==> config.mk <==
export PLATFORM = sky130hd
export DESIGN_NAME = program_loader_flat
export DESIGN_NICKNAME = d
export VERILOG_FILES = /design/src/rtl/loader_pkg.sv /design/src/rtl/program_loader_if.sv /design/src/rtl/loader_checksum.sv /design/src/rtl/program_loader.sv /design/src/flat_wrapper.sv
export SDC_FILE = /design/constraint.sdc
export NUM_CORES = 1
export LEC_CHECK = 0
export CORE_ASPECT_RATIO = 0.75
export CORE_MARGIN = 2
export CORE_UTILIZATION = 35
export DETAILED_ROUTE_END_ITERATION = 8
export SYNTH_ARGS = -nofsm -noshare
export SYNTH_HDL_FRONTEND = slang
export SYNTH_SLANG_ARGS = --single-unit
==> constraint.sdc <==
create_clock -name clk -period 3 [get_ports clk]
set_clock_uncertainty 0.05 [all_clocks]
set_input_delay 0.6 -clock clk [delete_from_list [all_inputs] [get_ports clk]]
set_output_delay 0.6 -clock clk [all_outputs]
set_load 0.05 [all_outputs]
==> src/rtl/loader_pkg.sv <==
// loader_pkg: shared states and frame constants for the program loader
package loader_pkg;
   typedef enum logic [2:0] {IDLE, BASE, LEN, DATA, CHK, DONE, ERROR} state_t;
   localparam logic [7:0] SYNC_BYTE_DEF = 8'hA5;
   localparam int BASE_RSV_HI = 7;
   localparam int BASE_RSV_LO = 5;
endpackage

==> src/rtl/program_loader_if.sv <==
// program_loader_if: byte stream in, memory write port and CPU control out
interface program_loader_if #(parameter int ADDR_W = 5);
   logic              in_valid;
   logic              in_ready;
   logic [7:0]        in_data;
   logic              mem_we;
   logic [ADDR_W-1:0] mem_addr;
   logic [7:0]        mem_wdata;
   logic              cpu_reset;
   logic              load_done;
   logic              load_error;
   modport master (output in_valid, in_data,
                   input  in_ready, mem_we, mem_addr, mem_wdata, cpu_reset, load_done, load_error);
   modport slave  (input  in_valid, in_data,
                   output in_ready, mem_we, mem_addr, mem_wdata, cpu_reset, load_done, load_error);
endinterface

==> src/rtl/loader_checksum.sv <==
// loader_checksum: 8-bit wrapping accumulator; is_zero includes the byte on din
module loader_checksum (
   input  logic       clk,
   input  logic       reset,
   input  logic       clr,
   input  logic       add_en,
   input  logic [7:0] din,
   output logic       is_zero
);
   logic [7:0] sum;
   always_ff @(posedge clk)
      if (!reset || clr) sum <= '0;
      else if (add_en) sum <= sum + din;
   assign is_zero = (sum + din) == 8'd0;
endmodule

==> src/rtl/program_loader.sv <==
// program_loader: receives a framed byte stream, writes the payload to CPU memory
// and releases the CPU from reset once the frame checksum verifies
module program_loader
   import loader_pkg::*;
#(
   parameter int         MEM_DEPTH = 32,
   parameter int         ADDR_W    = 5,
   parameter logic [7:0] SYNC_BYTE = SYNC_BYTE_DEF
) (
   input logic              clk,
   input logic              reset,
   program_loader_if.slave  bus
);
   state_t            state;
   logic [ADDR_W-1:0] base;
   logic [7:0]        len;
   logic [7:0]        idx;
   logic              accept;
   logic              is_sync;
   logic              rsv_bad;
   logic [8:0]        end_addr;
   logic              ck_zero;

   assign bus.in_ready = reset && (state inside {IDLE, BASE, LEN, DATA, CHK});
   assign accept       = bus.in_valid && bus.in_ready;
   assign is_sync      = bus.in_data == SYNC_BYTE;
   assign rsv_bad      = |bus.in_data[BASE_RSV_HI:BASE_RSV_LO];
   assign end_addr     = 9'(base) + 9'(bus.in_data);

   loader_checksum u_ck (
      .clk    (clk),
      .reset  (reset),
      .clr    (accept && state == IDLE && is_sync),
      .add_en (accept && (state inside {BASE, LEN, DATA, CHK})),
      .din    (bus.in_data),
      .is_zero(ck_zero)
   );

   always_ff @(posedge clk) begin
      if (!reset) begin
         state          <= IDLE;
         base           <= '0;
         len            <= '0;
         idx            <= '0;
         bus.mem_we     <= 1'b0;
         bus.mem_addr   <= '0;
         bus.mem_wdata  <= '0;
         bus.cpu_reset  <= 1'b1;
         bus.load_done  <= 1'b0;
         bus.load_error <= 1'b0;
      end else begin
         bus.mem_we <= 1'b0;
         case (state)
            IDLE: if (accept && is_sync) begin
               state          <= BASE;
               bus.load_error <= 1'b0;
            end
            BASE: if (accept) begin
               state          <= rsv_bad ? ERROR : LEN;
               bus.load_error <= rsv_bad;
               base           <= ADDR_W'(bus.in_data);
            end
            LEN: if (accept) begin
               // bounds check here is what keeps DATA addresses from wrapping
               if (bus.in_data == 8'd0 || end_addr > 9'(MEM_DEPTH)) begin
                  state          <= ERROR;
                  bus.load_error <= 1'b1;
               end else begin
                  state <= DATA;
                  len   <= bus.in_data;
                  idx   <= '0;
               end
            end
            DATA: if (accept) begin
               bus.mem_we    <= 1'b1;
               bus.mem_addr  <= base + ADDR_W'(idx);
               bus.mem_wdata <= bus.in_data;
               idx           <= idx + 8'd1;
               state         <= (idx == len - 8'd1) ? CHK : DATA;
            end
            CHK: if (accept) begin
               state          <= ck_zero ? DONE : ERROR;
               bus.cpu_reset  <= !ck_zero;
               bus.load_done  <= ck_zero;
               bus.load_error <= !ck_zero;
            end
            DONE:    state <= DONE;
            ERROR:   state <= IDLE;
            default: state <= IDLE;
         endcase
      end
   end
endmodule

==> src/flat_wrapper.sv <==
// flat-port wrapper written by rule: the top's interface ports become plain ports
module program_loader_flat import loader_pkg::*;
#(
   parameter int         MEM_DEPTH = 32,
   parameter int         ADDR_W    = 5,
   parameter logic [7:0] SYNC_BYTE = SYNC_BYTE_DEF
)
  (clk, reset, bus_in_valid, bus_in_data, bus_in_ready, bus_mem_we, bus_mem_addr, bus_mem_wdata, bus_cpu_reset, bus_load_done, bus_load_error);
  program_loader_if #(.ADDR_W(ADDR_W)) bus_i ();
  input logic clk;
  input logic reset;
  input wire logic [$bits(bus_i.in_valid)-1:0] bus_in_valid;
  input wire logic [$bits(bus_i.in_data)-1:0] bus_in_data;
  output wire logic [$bits(bus_i.in_ready)-1:0] bus_in_ready;
  output wire logic [$bits(bus_i.mem_we)-1:0] bus_mem_we;
  output wire logic [$bits(bus_i.mem_addr)-1:0] bus_mem_addr;
  output wire logic [$bits(bus_i.mem_wdata)-1:0] bus_mem_wdata;
  output wire logic [$bits(bus_i.cpu_reset)-1:0] bus_cpu_reset;
  output wire logic [$bits(bus_i.load_done)-1:0] bus_load_done;
  output wire logic [$bits(bus_i.load_error)-1:0] bus_load_error;
  assign bus_i.in_valid = bus_in_valid;
  assign bus_i.in_data = bus_in_data;
  assign bus_in_ready = bus_i.in_ready;
  assign bus_mem_we = bus_i.mem_we;
  assign bus_mem_addr = bus_i.mem_addr;
  assign bus_mem_wdata = bus_i.mem_wdata;
  assign bus_cpu_reset = bus_i.cpu_reset;
  assign bus_load_done = bus_i.load_done;
  assign bus_load_error = bus_i.load_error;
  program_loader #(.MEM_DEPTH(MEM_DEPTH), .ADDR_W(ADDR_W), .SYNC_BYTE(SYNC_BYTE)) u_core (.clk(clk), .reset(reset), .bus(bus_i));
endmodule
==> results by group, run 1 <==
Floorplanning
  • Cell row count: 30
  • Starting Density: between 30 and 40%
  • Die W: ~120 µm
  • Die ar.: a little over 10,000 µm²
  • Total core area: a little over 9000 µm²
  • I/O pins: 29
  • Chip height: 87.41 µm

Critical path
  • Worst R2R Start: u_core.base[0]$_SDFFE_PN0P_
  • CP Capture Type: flop
  • Critical path type: in2reg
  • Critical path required time: 3100 ps
  • RR Endpoint: u_core.idx[3]$_SDFFE_PN0P_
  • Arrival time worst endpoint: 2990 ps
  • Reg2reg setup slack: approximately 420 ps
  • Worst setup SP type: primary input
  • CP Max Fanout: 4
  • Worst Reg-to-Reg Cells: 8

Synth
  • Unique cell type count in the Yosys netlist: 63
  • Post-synth EDFFs: 0
  • Post-synth top area cell: dfxtp_1
  • Largest family of logic cells by synthesized area: simple AND/OR/NAND/NOR gates
  • XOR/XNOR Fraction of Synth Area: between 4 and 5%
  • Number of synthesized register bits: 49
  • Ranking of synthesized cells by area: dfxtp_1 (30%), mux2i_1 (8.0%), ha_1 (6.9%), nand2_1 (3.8%), a21boi_0 (3.0%)
  • Area of the mapped netlist: between 3000 and 4000 µm²
  • Mapped Cells: 374
  • Post-Synth Adder-Cell Area: 9.094%
  • Mux cell area share after synthesis: roughly 8.0%
  • Synth cell count leaders: dfxtp_1 (49), nand2_1 (33), mux2i_1 (26)
  • Sequential element share of the synthesized area: 30.21%
  • Synth warn: 0
  • Fraction of registers with async set/reset: 0%
  • Most frequent cell after synthesis: dfxtp_1
  • Syn nets: 406
  • Share of the synthesized area in the top cell type: between 30% and 40%
  • Area share of and/or/nand/nor cells after synthesis: about a quarter
  • Most used DFF post-synth: dfxtp_1
  • Syn avg cell area: 8.681 µm²
  • Synth Area in Compound Gates: a little under a fifth

STA
  • Relative slew slack: 65.15%
  • Period utilisation layout: between 90% and 100%
  • Max Transition Viols Final: 0
  • Slew @ Worst Pin: roughly 520 ps
  • Fmax: 345.6 MHz
  • Final min period: 2894 ps
  • Unrepaired setup endpoints after global routing: yes
  • Final hold vios: 0
  • Endpoints failing setup: 0

Place
  • I/O Buffers: 28
  • DP Wirelength: 5960 µm
  • GPL Wtd Cong: between 0.8 and 0.9
  • Placed Cells: 548

Global routing
  • Largest net degree at the start of global routing: 47
  • Total GRT Usage: 16.72%
  • First-pass GRT wire length: 13,480 µm
  • Gr ovfl total: 0
  • Number of global-route vias before repair: 2,743
  • Initial antenna violation count: 0

Clocking
  • CTS Buffer Depth: 2
  • Clock transition at the registers of the reported paths: 70 ps
  • H-tree levels: 2
  • Post-CTS Hold Fix Bufs: 0
  • TritonCTS clock tree: yes
  • Clock tree root driver cell: clkbuf_16
  • Worst-Skew Late Latency: 290 ps
  • CTS Buf Count: 5
  • Clock Sink Count: 49

Hold path
  • Worst hold path class: reg2reg
  • Min-Delay Path Depth: 2
  • Critical hold path startpoint: u_core.bus.mem_wdata[4]$_SDFFE_PN0P_
  • WHS Endpoint: u_core.bus.mem_wdata[4]$_SDFFE_PN0P_

Layout
  • Final non-filler cell total: around 560
  • Layout cells sized above 1: about 17%
  • Antenna fix cells: 0
  • Util after Layout: between 40 and 50%
  • Layout Nets: 460
  • Area growth syn-to-layout: 29.25%

Route
  • Vias per inst: 5.126
  • Routed wire length per instance: 14.37 µm
  • Final wirelength: 8003 µm
  • Via count: 2,855
  • Detail Route Antenna Nets: 0
  • Starting DRC count in detailed routing: 105
  • DR pass1 iterations: 4
  • # DRC: 0

Run
  • MaxCap Viol Count: 0

Pwr
  • Leakage power: 1.661 nW
  • Peak supply drop: 0.2855 mV
  • Pwr/cell area: 361.6 nW/µm²

Outcome
  • Status: completed
-- cell usage in the layout (no fill, tap or decap), types with 3 or more instances in the layout --
master / instances
o211a_1: 3
xor2_1: 10
nor2b_1: 15
nor4_1: 5
a211oi_2: 6
xnor2_1: 7
nor3b_1: 3
buf_4: 36
dfxtp_1: 49
a21oi_1: 7
o21ai_0: 11
nand2b_1: 7
a211oi_1: 5
ha_1: 15
nand3_1: 16
and3_1: 3
inv_1: 14
a21boi_0: 12
o21ai_1: 3
and2_1: 4
nor3_1: 7
mux2i_1: 26
nand2_1: 33
o21bai_1: 3
nand3b_1: 8
clkdlybuf4s50_1: 23
a31oi_1: 4
o31ai_1: 3
nand4_1: 3
or3_1: 3
nor2_1: 22
clkbuf_16: 5
-- final cells by class --
type / instances / area [µm²]
clock buffer: 5 / 125.1
timing repair buffer: 65 / 583.1
sequential: 49 / 980.9
tap: 128 / 160.2
fill: 854 / 4850
clock inverter: 3 / 68.82
multi-input combinational: 293 / 2226
inverter: 14 / 52.55
-- stage by stage --
stage          total power [W]  setup TNS [ps]  hold WS (ps)  area, µm²  worst slack, ps
6_report              0.001517               0         419.8       4197            106.2
5_1_grt               0.001575          -6.990         454.1       4197           -6.752
4_1_cts               0.001527               0         422.8       4150            39.23
3_5_place_dp         0.0007861           -9028         413.1       3900           -576.6
3_3_place_gp         0.0007850           -7634         407.0       3900           -494.6
2_1_floorplan        0.0007232               0         414.6       3247            202.2
-- where the power goes --
part / switching, W / leakage, nW / internal, W
clock network: 0.000260 / 0.0944 / 0.000481
logic: 0.0000663 / 1.17 / 0.0000595
registers: 0.000000219 / 0.394 / 0.000650
-- registers in the layout (all words and copies together), names as in the netlist --
register               cells
u_core.len                 8
u_core.base                5
u_core.bus.load_done       1
u_core.bus.load_error      1
u_core.bus.mem_wdata       8
u_core.bus.mem_we          1
u_core.state               3
u_core.bus.cpu_reset       1
u_core.idx                 8
u_core.bus.mem_addr        5
u_core.u_ck.sum            8
-- cells by family after synthesis --
logic type / after synthesis
AND/OR/NAND/NOR: 148
multiplexers: 26
AO/OA/AOI/OAI: 80
flip-flops: 49
adder cells (fa/ha/maj): 22
buffers and inverters: 32
XOR/XNOR: 17
-- worst max-delay path, stage by stage --
cell and delay, ps:
dlygate4sd2_1 290, ha_1 250, fa_1 420, a211oi_2 280, o21ba_2 190, o21ai_0 80
or4_4 570, nor3_2 210, o21ai_0 110
-- worst max-delay path by stage --
stage / from / endpoint / slack (ps) / cells past startpoint
after global routing: bus_in_data[0] / u_core.bus.cpu_reset$_SDFFE_PN1P_ / -7 / 9
after detailed placement: bus_in_data[0] / u_core.bus.cpu_reset$_SDFFE_PN1P_ / -580 / 9
after CTS: bus_in_data[2] / u_core.idx[3]$_SDFFE_PN0P_ / 40 / 10
after global placement: bus_in_data[0] / u_core.bus.cpu_reset$_SDFFE_PN1P_ / -490 / 9
final: bus_in_data[0] / u_core.bus.cpu_reset$_SDFFE_PN1P_ / 110 / 9
after floorplan: bus_in_data[0] / u_core.len[6]$_SDFFE_PN0P_ / 200 / 9
-- repair_timing --
action	CTS	global route
endpoints found under the setup margin	22	16
pin swaps	4	2
endpoints found under the hold margin	0	0
gates resized for setup	14	7
setup buffers	1	0
-- layer usage --
metal  wire [µm]  global-route usage, %  share of wire (%)
met5           0                      0                  0
met4          40                  3.395               0.50
met3         255                  2.714                3.2
met2        3447                  25.61                 43
met1        4261                  24.75                 53
No activity file was read; power rests on OpenSTA's default activity.
==> run 2: changes to the inputs <==
--- a/config.mk
+++ b/config.mk
@@ -9,6 +9,7 @@
 export CORE_MARGIN = 2
 export CORE_UTILIZATION = 35
 export DETAILED_ROUTE_END_ITERATION = 8
+export SLEW_MARGIN = 20
 export SYNTH_ARGS = -nofsm -noshare
 export SYNTH_HDL_FRONTEND = slang
 export SYNTH_SLANG_ARGS = --single-unit
==> results of run 2 <==
Final layout, timing and power as in run 1 (identical DEF).
==> run 3: changes to the inputs <==
==> constraint.sdc (replaced) <==
create_clock -name clk -period 2.5 [get_ports clk]
set_clock_uncertainty 0.05 [all_clocks]
set_input_delay 0.5 -clock clk [delete_from_list [all_inputs] [get_ports clk]]
set_output_delay 0.5 -clock clk [all_outputs]
set_load 0.05 [all_outputs]
==> run 3 against run 2 <==
Compared with the run above: the run now ends with setup timing left; sequential power is 20% higher; non-clock buffer count is 28 higher; utilization is 5.2 points higher; power is 11% higher; hold slack better by 2.3 ps; wire length is 13% higher; via count is 7.6% higher; largest power group is now sequential cells.
==> results by group, run 3 (same netlist as run 1, synthesis figures left out) <==
STA
  • Period utilisation layout: 104.1%
  • WHS: 422.1 ps (+2.258 ps)
  • Unrepaired setup endpoints after global routing: yes
  • Relative slew slack: 65.94% (+0.79 points)
  • Slew @ Worst Pin: 509.3 ps (-11.99 ps)
  • Setup ws final: -102.7 ps (-208.9 ps)
  • Fmax: 384.2 MHz
  • Max Transition Viols Final: 0 (unchanged)
  • Endpoints failing setup: 16 (+16)
  • Final min period: 2603 ps
  • Final hold vios: 0 (unchanged)
  • Setup TNS: -957.2 ps (-957.2 ps)

Route
  • DR pass1 iterations: 4 (unchanged)
  • Final wirelength: 9017 µm (+13%)
  • Detail Route Antenna Nets: 0 (unchanged)
  • Routed wire length per instance: 15.41 µm (+7.3%)
  • Via count: 3,071 (+7.6%)
  • # DRC: 0 (unchanged)
  • Vias per inst: 5.250 (+2.4%)
  • Starting DRC count in detailed routing: 116 (+10%)

Place
  • GPL Wtd Cong: 0.8094 (-8.2%)
  • Placed Cells: 559 (+2.0%)
  • DP Wirelength: 6153 µm (+3.2%)
  • I/O Buffers: 28 (unchanged)

Clocking
  • TritonCTS clock tree: yes
  • Worst-Skew Late Latency: 290 ps (about the same)
  • CTS Buffer Depth: 2 (unchanged)
  • Clock transition at the registers of the reported paths: 70 ps (about the same)
  • Post-CTS Hold Fix Bufs: 0 (unchanged)
  • CTS Buf Count: 5 (unchanged)
  • Clock tree root driver cell: clkbuf_16
  • H-tree levels: 2 (unchanged)
  • Clock Sink Count: 49 (unchanged)

Critical path
  • Arrival time worst endpoint: 2740 ps (-250 ps)
  • CP Cell Sequence: buf_2 -> buf_6 -> fa_2 -> xor2_1 -> or3_4 -> a221oi_4 -> buf_12 -> o221ai_4 -> buf_12 -> buf_16 -> and3_4
  • Crit-path max cell delay: 420 ps (-150 ps)
  • Slowest cell on crit path: fa_2
  • CP Capture Type: flop
  • Cell class contributing the biggest share of worst-path delay: buffers and inverters
  • Cell repeated most along the worst path: buf_12
  • Critical path type: in2reg
  • Buf/Inv on CP: 5 (+4)
  • CP Max Fanout: 5 (+1)
  • Worst setup SP type: primary input
  • Critical path required time: 2640 ps (-460 ps)

Global routing
  • Gr ovfl total: 0 (unchanged)
  • Largest net degree at the start of global routing: 41 (-13%)
  • First-pass GRT wire length: 15,040 µm (+12%)
  • Number of global-route vias before repair: 2,973 (+8.4%)
  • Initial antenna violation count: 0 (unchanged)
  • Total GRT Usage: 18.80% (+2.1 points)

Layout
  • Util after Layout: 51.59% (+5.2 points)
  • Area growth syn-to-layout: 43.74%
  • Fill cell count: 837 (-2.0%)
  • Final non-filler cell total: 585 (+5.0%)
  • Antenna fix cells: 0 (unchanged)
  • Layout cells sized above 1: 30.42% (+13 points)
  • Commonest non-fill, non-tap cell in the layout: buf_4
  • Layout Nets: 488 (+6.1%)
  • Most frequent cells in the layout: buf_4 (52), dfxtp_1 (48), nand2_1 (33), mux2i_1 (25), nor2_1 (22)

Floorplanning
  • Total core area: 9046 µm² (unchanged)
  • Die ar.: 10,070 µm² (unchanged)
  • I/O pins: 29 (unchanged)
  • Cell row count: 30 (unchanged)
  • Starting Density: 35.89% (unchanged)
  • Die W: 115.2 µm (unchanged)
  • Chip height: 87.41 µm (unchanged)

Outcome
  • Status: complete, but fails checks
  • Failing checks: setup timing

Pwr
  • Peak supply drop: 0.4638 mV (+62%)
  • Total power: 0.001677 W (+11%)
  • Pwr/cell area: 359.3 nW/µm² (-0.62%)
  • Leakage power: 1.830 nW (+10%)

Run
  • MaxCap Viol Count: 0 (unchanged)

Hold path
  • Worst hold path class: reg2reg
==> run 3: cell types whose count changed in the layout (fill, tap and decap cells not counted), sizes merged <==
cell,previous run,this run
clkdlybuf4s50,23,20
clkbuf,5,6
bufinv,2,0
clkinvlp,0,1
dlymetal6s2s,2,0
inv,15,16
buf,38,70
==> run 3: worst paths after layout <==
check | from | endpoint | slack [ps] | depth (start not counted)
worst max register to register | u_core.base[0]$_SDFFE_PN0P_ | u_core.len[7]$_SDFFE_PN0P_ | -100 | 10
worst min-delay path | u_core.bus.mem_wdata[5]$_SDFFE_PN0P_ | u_core.bus.mem_wdata[5]$_SDFFE_PN0P_ | 420 | 2
worst min register to register | u_core.bus.mem_wdata[5]$_SDFFE_PN0P_ | u_core.bus.mem_wdata[5]$_SDFFE_PN0P_ | 420 | 2
worst max-delay path | bus_in_data[1] | u_core.len[7]$_SDFFE_PN0P_ | -100 | 11
==> run 3: tightest hold or removal path: cells and delay by family, from the launching register on <==
| kind | cells | cell delay, ps |
|---|---|---|
| AO/OA/AOI/OAI | 1 | 60 |
| flip-flops | 1 | 320 |
| AND/OR/NAND/NOR | 1 | 50 |
==> run 3: what timing repair did <==
item / in CTS / in global routing
pin swaps: 22 / 18
hold endpoints to repair: 0 / 0
resized for setup: 70 / 16
gates cloned: 3 / 0
endpoints found under the setup margin: 24 / 22
setup buffers: 16 / 3
==> run 3: where the power goes <==
group | switching [W] | internal [W]
combinational | 0.0000982 | 0.0000949
sequential | 0.000000160 | 0.000780
clock | 0.000325 | 0.000379
==> run 3: cell type report <==
type                            count  area [µm²]  area share (%)
Timing Repair Buffer               93       870.8           18.66
Clock buffer                        5       125.1           2.681
Clock inverter                      3       25.02          0.5362
Multi-Input combinational cell    293        2451           52.52
Sequential cell                    49       982.2           21.05
Inverter                           14       52.55           1.126
Tap cell                          128       160.2           3.432
==> run 3: metrics by stage <==
stage	instance area, µm²	setup slack (ps)
floorplan	3299	-51.14
global placement	4044	-840.8
detailed placement	4044	-900.2
CTS	4634	-72.66
global route	4667	-189.1
finish	4667	-102.7
==> run 3: layer usage <==
metal  vias up  part of all wire (%)  global-route usage (%)
met1      1480                    48                   25.91
li1       1514                     -                       -
met3         8                   4.2                   3.619
met2        69                    47                   30.80
met4         0                  0.65                   3.724
met5         -                     0                       0
